===== config.mk =====
export PLATFORM = sky130hd
export DESIGN_NAME = bram_arbiter
export DESIGN_NICKNAME = d
export VERILOG_FILES = /design/src/rtl/bram_arbiter.sv
export SDC_FILE = /design/constraint.sdc
export NUM_CORES = 1
export LEC_CHECK = 0
export ABC_AREA = 1
export ABC_CLOCK_PERIOD_IN_PS = 1580
export BUFFER_PORTS_ARGS = -buffer_cell sky130_fd_sc_hd__buf_2
export CORE_MARGIN = 8
export CORE_UTILIZATION = 30
export DETAILED_ROUTE_END_ITERATION = 10
export PLACE_DENSITY = 0.63
export SLEW_MARGIN = 20
export SYNTH_ARGS = -nofsm -noshare
export SYNTH_HDL_FRONTEND = slang
export SYNTH_SLANG_ARGS = --single-unit

===== constraint.sdc =====
create_clock -name clk -period 1.58 [get_ports clk]
set_input_delay 0.079 -clock clk [delete_from_list [all_inputs] [get_ports clk]]
set_output_delay 0.079 -clock clk [all_outputs]
set_load 0.01 [all_outputs]

===== src/rtl/bram_arbiter.sv =====
// Round-robin arbiter sharing one single-port BRAM between requesters A and B.
// Read data returns one cycle after accept and is held per port until the next read.
module bram_arbiter #(
    parameter int ADDRESS_WIDTH = 6,
    parameter int DATA_WIDTH    = 8
) (
    input  logic                     clk,
    input  logic                     rst,
    input  logic                     a_req_valid,
    output logic                     a_req_ready,
    input  logic                     a_req_we,
    input  logic [ADDRESS_WIDTH-1:0] a_req_addr,
    input  logic [DATA_WIDTH-1:0]    a_req_wdata,
    output logic                     a_rsp_valid,
    output logic [DATA_WIDTH-1:0]    a_rsp_rdata,
    input  logic                     b_req_valid,
    output logic                     b_req_ready,
    input  logic                     b_req_we,
    input  logic [ADDRESS_WIDTH-1:0] b_req_addr,
    input  logic [DATA_WIDTH-1:0]    b_req_wdata,
    output logic                     b_rsp_valid,
    output logic [DATA_WIDTH-1:0]    b_rsp_rdata,
    output logic                     bram_en,
    output logic                     bram_we,
    output logic [ADDRESS_WIDTH-1:0] bram_addr,
    output logic [DATA_WIDTH-1:0]    bram_din,
    input  logic [DATA_WIDTH-1:0]    bram_dout
);

    logic                     last_grant_q, last_grant_d;
    logic                     rsp_pend_q, rsp_pend_d;
    logic                     rsp_owner_q, rsp_owner_d;
    logic [DATA_WIDTH-1:0]    hold_a_q, hold_a_d;
    logic [DATA_WIDTH-1:0]    hold_b_q, hold_b_d;
    logic [ADDRESS_WIDTH-1:0] addr_q, addr_d;
    logic [DATA_WIDTH-1:0]    din_q, din_d;

    logic                     grant_a, grant_b, accept;
    logic                     sel_we;
    logic [ADDRESS_WIDTH-1:0] sel_addr;
    logic [DATA_WIDTH-1:0]    sel_din;

    // On contention the port that did not win last time gets the slot.
    assign grant_a = ~rst & a_req_valid & (~b_req_valid | last_grant_q);
    assign grant_b = ~rst & b_req_valid & (~a_req_valid | ~last_grant_q);
    assign accept  = grant_a | grant_b;

    assign a_req_ready = grant_a;
    assign b_req_ready = grant_b;

    assign sel_we   = grant_b ? b_req_we    : a_req_we;
    assign sel_addr = grant_b ? b_req_addr  : a_req_addr;
    assign sel_din  = grant_b ? b_req_wdata : a_req_wdata;

    // Idle cycles keep addr/din parked on the last granted values.
    assign bram_en   = accept;
    assign bram_we   = accept & sel_we;
    assign bram_addr = accept ? sel_addr : addr_q;
    assign bram_din  = accept ? sel_din  : din_q;

    // Gating with rst drops a read response that lands in a reset cycle.
    assign a_rsp_valid = ~rst & rsp_pend_q & ~rsp_owner_q;
    assign b_rsp_valid = ~rst & rsp_pend_q & rsp_owner_q;
    assign a_rsp_rdata = a_rsp_valid ? bram_dout : hold_a_q;
    assign b_rsp_rdata = b_rsp_valid ? bram_dout : hold_b_q;

    always_comb begin
        last_grant_d = last_grant_q;
        rsp_pend_d   = accept & ~sel_we;
        rsp_owner_d  = rsp_owner_q;
        hold_a_d     = hold_a_q;
        hold_b_d     = hold_b_q;
        addr_d       = addr_q;
        din_d        = din_q;
        if (accept) begin
            last_grant_d = grant_b;
            rsp_owner_d  = grant_b;
            addr_d       = sel_addr;
            din_d        = sel_din;
        end
        if (a_rsp_valid) hold_a_d = bram_dout;
        if (b_rsp_valid) hold_b_d = bram_dout;
    end

    always_ff @(posedge clk) begin
        if (rst) begin
            last_grant_q <= 1'b1;
            rsp_pend_q   <= 1'b0;
            rsp_owner_q  <= 1'b0;
            hold_a_q     <= '0;
            hold_b_q     <= '0;
            addr_q       <= '0;
            din_q        <= '0;
        end else begin
            last_grant_q <= last_grant_d;
            rsp_pend_q   <= rsp_pend_d;
            rsp_owner_q  <= rsp_owner_d;
            hold_a_q     <= hold_a_d;
            hold_b_q     <= hold_b_d;
            addr_q       <= addr_d;
            din_q        <= din_d;
        end
    end

endmodule


[After elaboration in Yosys (flattened, before gate mapping)]
Cells that the tools add are included.
Operators by class
  muxes and demuxes: 7
  bitwise logic cells: 18
Operators by type and width (count)
  $mux W8: 4
  $mux W6: 2
  $and A1 B1 Y1: 9
  $not A1 Y1: 6
  $or A1 B1 Y1: 3
  $mux W1: 1
Word-level totals
  flip-flop bits (word level): 33
  input port bits: 42
  output and inout bits: 36

[Depth between registers and ports, before layout]
  depth after elaboration: 6
  depth in mapped cells: 9
  gate-level depth less buffers: 8

[Worst setup path after synthesis]
No wires, ideal clock.
  path kind: reg2reg
  from: register last_grant_q
  to: register din_q[2]
  library setup time: 0.129 ns
  arrival: 1.003 ns
  slack: 0.449 ns
  cell stages (with the launch flop): 10
  clock period less this slack: 1.131 ns
  cells stage by stage: dfxtp_1 inv_1 nand2_1 nand2_1 nand2_4 inv_2 buf_6 nand2_1 nand2_1 nor2_2
Between the ends
  longest elaborated chain between the ends: 5
  elaborated cells between the ends (all ways): 8
  those cells by class: mux (2); bitwise (6)
Ends and longest elaborated chain
  from (decl): line 30  | logic last_grant_q, last_grant_d;
  from (signal assigned): line 95  | last_grant_q <= last_grant_d;
  $not A1 Y1: line 45  | assign grant_b = ~rst & b_req_valid & (~a_req_valid | ~last_grant_q);
  $or A1 B1 Y1: line 45
  $and A1 B1 Y1: line 45
  $mux W8 or $or A1 B1 Y1 (tied branches): line 53, 46
  $mux W8 *
  to (signal assigned): line 101  | din_q <= din_d;
  to (decl): line 36  | logic [DATA_WIDTH-1:0] din_q, din_d;
Every way passes the cells marked *; elsewhere a longest branch is shown, timed or not.
A chain may end at the register's enable or synchronous reset.

[Worst setup path in the final report]
  from: register last_grant_q
  to: output bram_din[3]
Between the ends
  longest elaborated chain between the ends: 5
  elaborated cells between the ends (all ways): 8
  those cells by class: mux (2); bitwise (6)
Ends and longest elaborated chain
  $not A1 Y1: line 45
  $or A1 B1 Y1: line 45
  $and A1 B1 Y1: line 45
  $mux W8 or $or A1 B1 Y1 (tied branches): line 53, 46
  $mux W8 *
  to (decl): line 26  | output logic [DATA_WIDTH-1:0] bram_din,
Marked as above.

==> impl_metrics.json <==
{
  "status": "complete, no violations",
  "synthFlopType": "dfxtp_1",
  "tns_ns": 0,
  "crit_path_end_kind": "primary output",
  "avgSynthCellArea_um2": 6.517,
  "wl_met1_mm": 2.116,
  "syn-num-nets": 296,
  "grt_pass1_vias": 1815,
  "wl_met3_um": 259,
  "vdd_drop_max_mv": 0.4447,
  "crit_family": "simple AND/OR/NAND/NOR gates",
  "drv_slew": 0,
  "core_area_mm2": 0.005405,
  "crit_path_start_kind": "flip-flop",
  "grt_pass1_wl_mm": 8.086,
  "max_stage_delay_ns": 0.33,
  "ys_warn_count": 0,
  "clk_latency_ns": 0.28,
  "power_leakage_nw": 1.457,
  "worstPathMaxFanout": 11,
  "path_class": "reg2out",
  "setup_violations": 0,
  "synth_edf_count": 0,
  "pre_cts_ws_ns": 0.1223,
  "io_buffer_count": 77,
  "drt_iter0_drc": 42,
  "r2r_cells": 7,
  "wl_per_cell_um": 11.38,
  "mostFrequentLayoutCells": "buf_2, inv_1, nand2_1",
  "min_from": "a_req_valid",
  "synth-seq-area-share_pct": 39.91,
  "synth_area_mm2": 0.001655,
  "met2WireLength_mm": 2.235,
  "path_common_cell": "nand2_1",
  "fmax_mhz": 657.4,
  "r2r-start": "last_grant_q",
  "die_y_um": 90.28,
  "synthArstFlopShare_pct": 0,
  "antenna_found_initial": 0,
  "final_cells": 411,
  "hold_class": "in2reg",
  "cts_buffer_depth": 2,
  "drive_gt1_share_pct": 37.17,
  "top_layer_used": "met4",
  "via_per_inst": 4.190,
  "layout_commonest_cell": "buf_2",
  "cp.arrival_ns": 1.44,
  "cts.sinks": 33,
  "finalCriticalPeriod_ns": 1.521,
  "fill_cells": 616,
  "fin_nets": 380,
  "hold_viol": 0,
  "syn-instance-count": 254,
  "fp-row-count": 27,
  "die_w_um": 90.28,
  "cp_num_buf_inv": 3,
  "die_area_mm2": 0.008150,
  "power_density_mw_per_mm2": 954.4,
  "vias": 1722,
  "cts_buffers": 5,
  "startpoint": "last_grant_q",
  "cp.depth": 8,
  "start_util_pct": 30.63,
  "tightest_slew_ns": 0.2661,
  "crit_required_ns": 1.50,
  "cts_tree": "built",
  "synth.distinct_cells": 23,
  "root_buffer": "clkbuf_8",
  "grt_usage_pct": 11.82,
  "relSlewSlack_pct": 82.07,
  "grt_overflow": 0,
  "gp_congestion": 0.7493,
  "dp_cells": 398,
  "synthToLayoutAreaGrowth_pct": 41.35,
  "ys_ff_latch": 33,
  "wirelength_mm": 4.676,
  "critPathSlowestCell": "dfxtp_2",
  "ant_nets": 0,
  "grt_max_degree": 18,
  "skew_ns": 0.004859,
  "io_pins": 78,
  "min_path_cells": 2,
  "cp_cell_sequence": "nand2_2, nand3_4, buf_6, nand2_1, nand3_1, nand2_1, inv_1, buf_2",
  "holdBufCountCts": 0,
  "antenna-diode-count": 0,
  "firstDrtPassIters": 4,
  "max_cap_viol_count": 0,
  "place_hpwl_mm": 3.514,
  "whs_ns": 0.06741,
  "period_share_pct": 96.28,
  "setup_ws_ns": 0.05880,
  "drc": 0,
  "fin_util_pct": 43.29,
  "cts.clk_slew.worst_paths_ns": 0.07,
  "rsz0062_at_grt": "true",
  "htree_levels": 2
}
-- per-stage QoR --
stage          total power, W  area, um2
2_1_floorplan        0.001208       1655
3_3_place_gp         0.001386       2106
3_5_place_dp         0.001392       2106
4_1_cts              0.002222       2266
5_1_grt              0.002366       2340
6_report             0.002233       2340
-- worst register-to-register path, delay by kind of cell, from the launching register on --
family	cells	cell delay [ns]
simple gates	6	0.50
buf+inv	1	0.19
flops	1	0.33
-- timing repair --
action | in CTS | in global routing
gates resized for setup | 9 | 22
gates cloned | 1 | 1
pin swaps | 3 | 1
buffers inserted | 2 | 1
endpoints found under the setup margin | 24 | 22
-- power breakdown --
part	switching (W)	leakage (nW)	total [W]	internal, W
Combinational	0.000305	1.13	0.000512	0.000207
Sequential	0.0000171	0.271	0.000903	0.000886
Clock	0.000304	0.0585	0.000818	0.000514
Total	0.000626	1.46	0.00223	0.00161
-- cell families after synthesis --
| logic type | after synthesis | synth area share (%) |
|---|---|---|
| buf+inv | 72 | 17.99 |
| flops | 33 | 39.91 |
| simple gates | 130 | 36.21 |
| compound gates | 19 | 5.896 |
-- area by class of cell --
class,instances,area (um2),share of cell area (%)
Multi-Input combinational cell,150,754.5,32.25
Sequential cell,33,663.1,28.34
Timing Repair Buffer,85,459.2,19.63
Inverter,62,247.7,10.59
Tap cell,72,90.09,3.850
Clock buffer,7,86.33,3.690
Clock inverter,1,30.03,1.283
Timing Repair inverter,1,8.758,0.3743
-- metal layers --
layer / up-vias / track usage, %
li1: 920 / -
met2: 40 / 20.12
met4: 0 / 3.745
met3: 7 / 4.239
met1: 755 / 13.42
met5: - / 0
-- registers in the layout, indices dropped and copies added, names as in the netlist --
name / flops
din_q: 8
hold_a_q: 8
hold_b_q: 8
addr_q: 6
last_grant_q: 1
rsp_owner_q: 1
rsp_pend_q: 1
-- cells in the mapped netlist (2+ instances only) --
cell,number,area share [%]
inv_1,59,13
nand2_1,55,12
dfxtp_1,33,40
nor2_1,29,6.6
nand3_1,28,8.5
o21ai_0,10,3.0
o21ai_1,6,1.8
nor2_2,5,1.9
or2_2,5,1.9
clkbuf_1,4,0.91
a21oi_1,2,0.60
buf_2,2,0.60
buf_4,2,0.91
buf_6,2,1.4
inv_2,2,0.45
nand3_4,2,2.1
or2_0,2,0.76
-- worst paths after layout --
check	to	slack (ns)
worst max-delay path	bram_din[3]	0.06
worst min-delay path	last_grant_q	0.07
worst max register to register	addr_q[2]	0.45
worst min register to register	addr_q[4]	0.53
(Power assumes the default switching activity.)
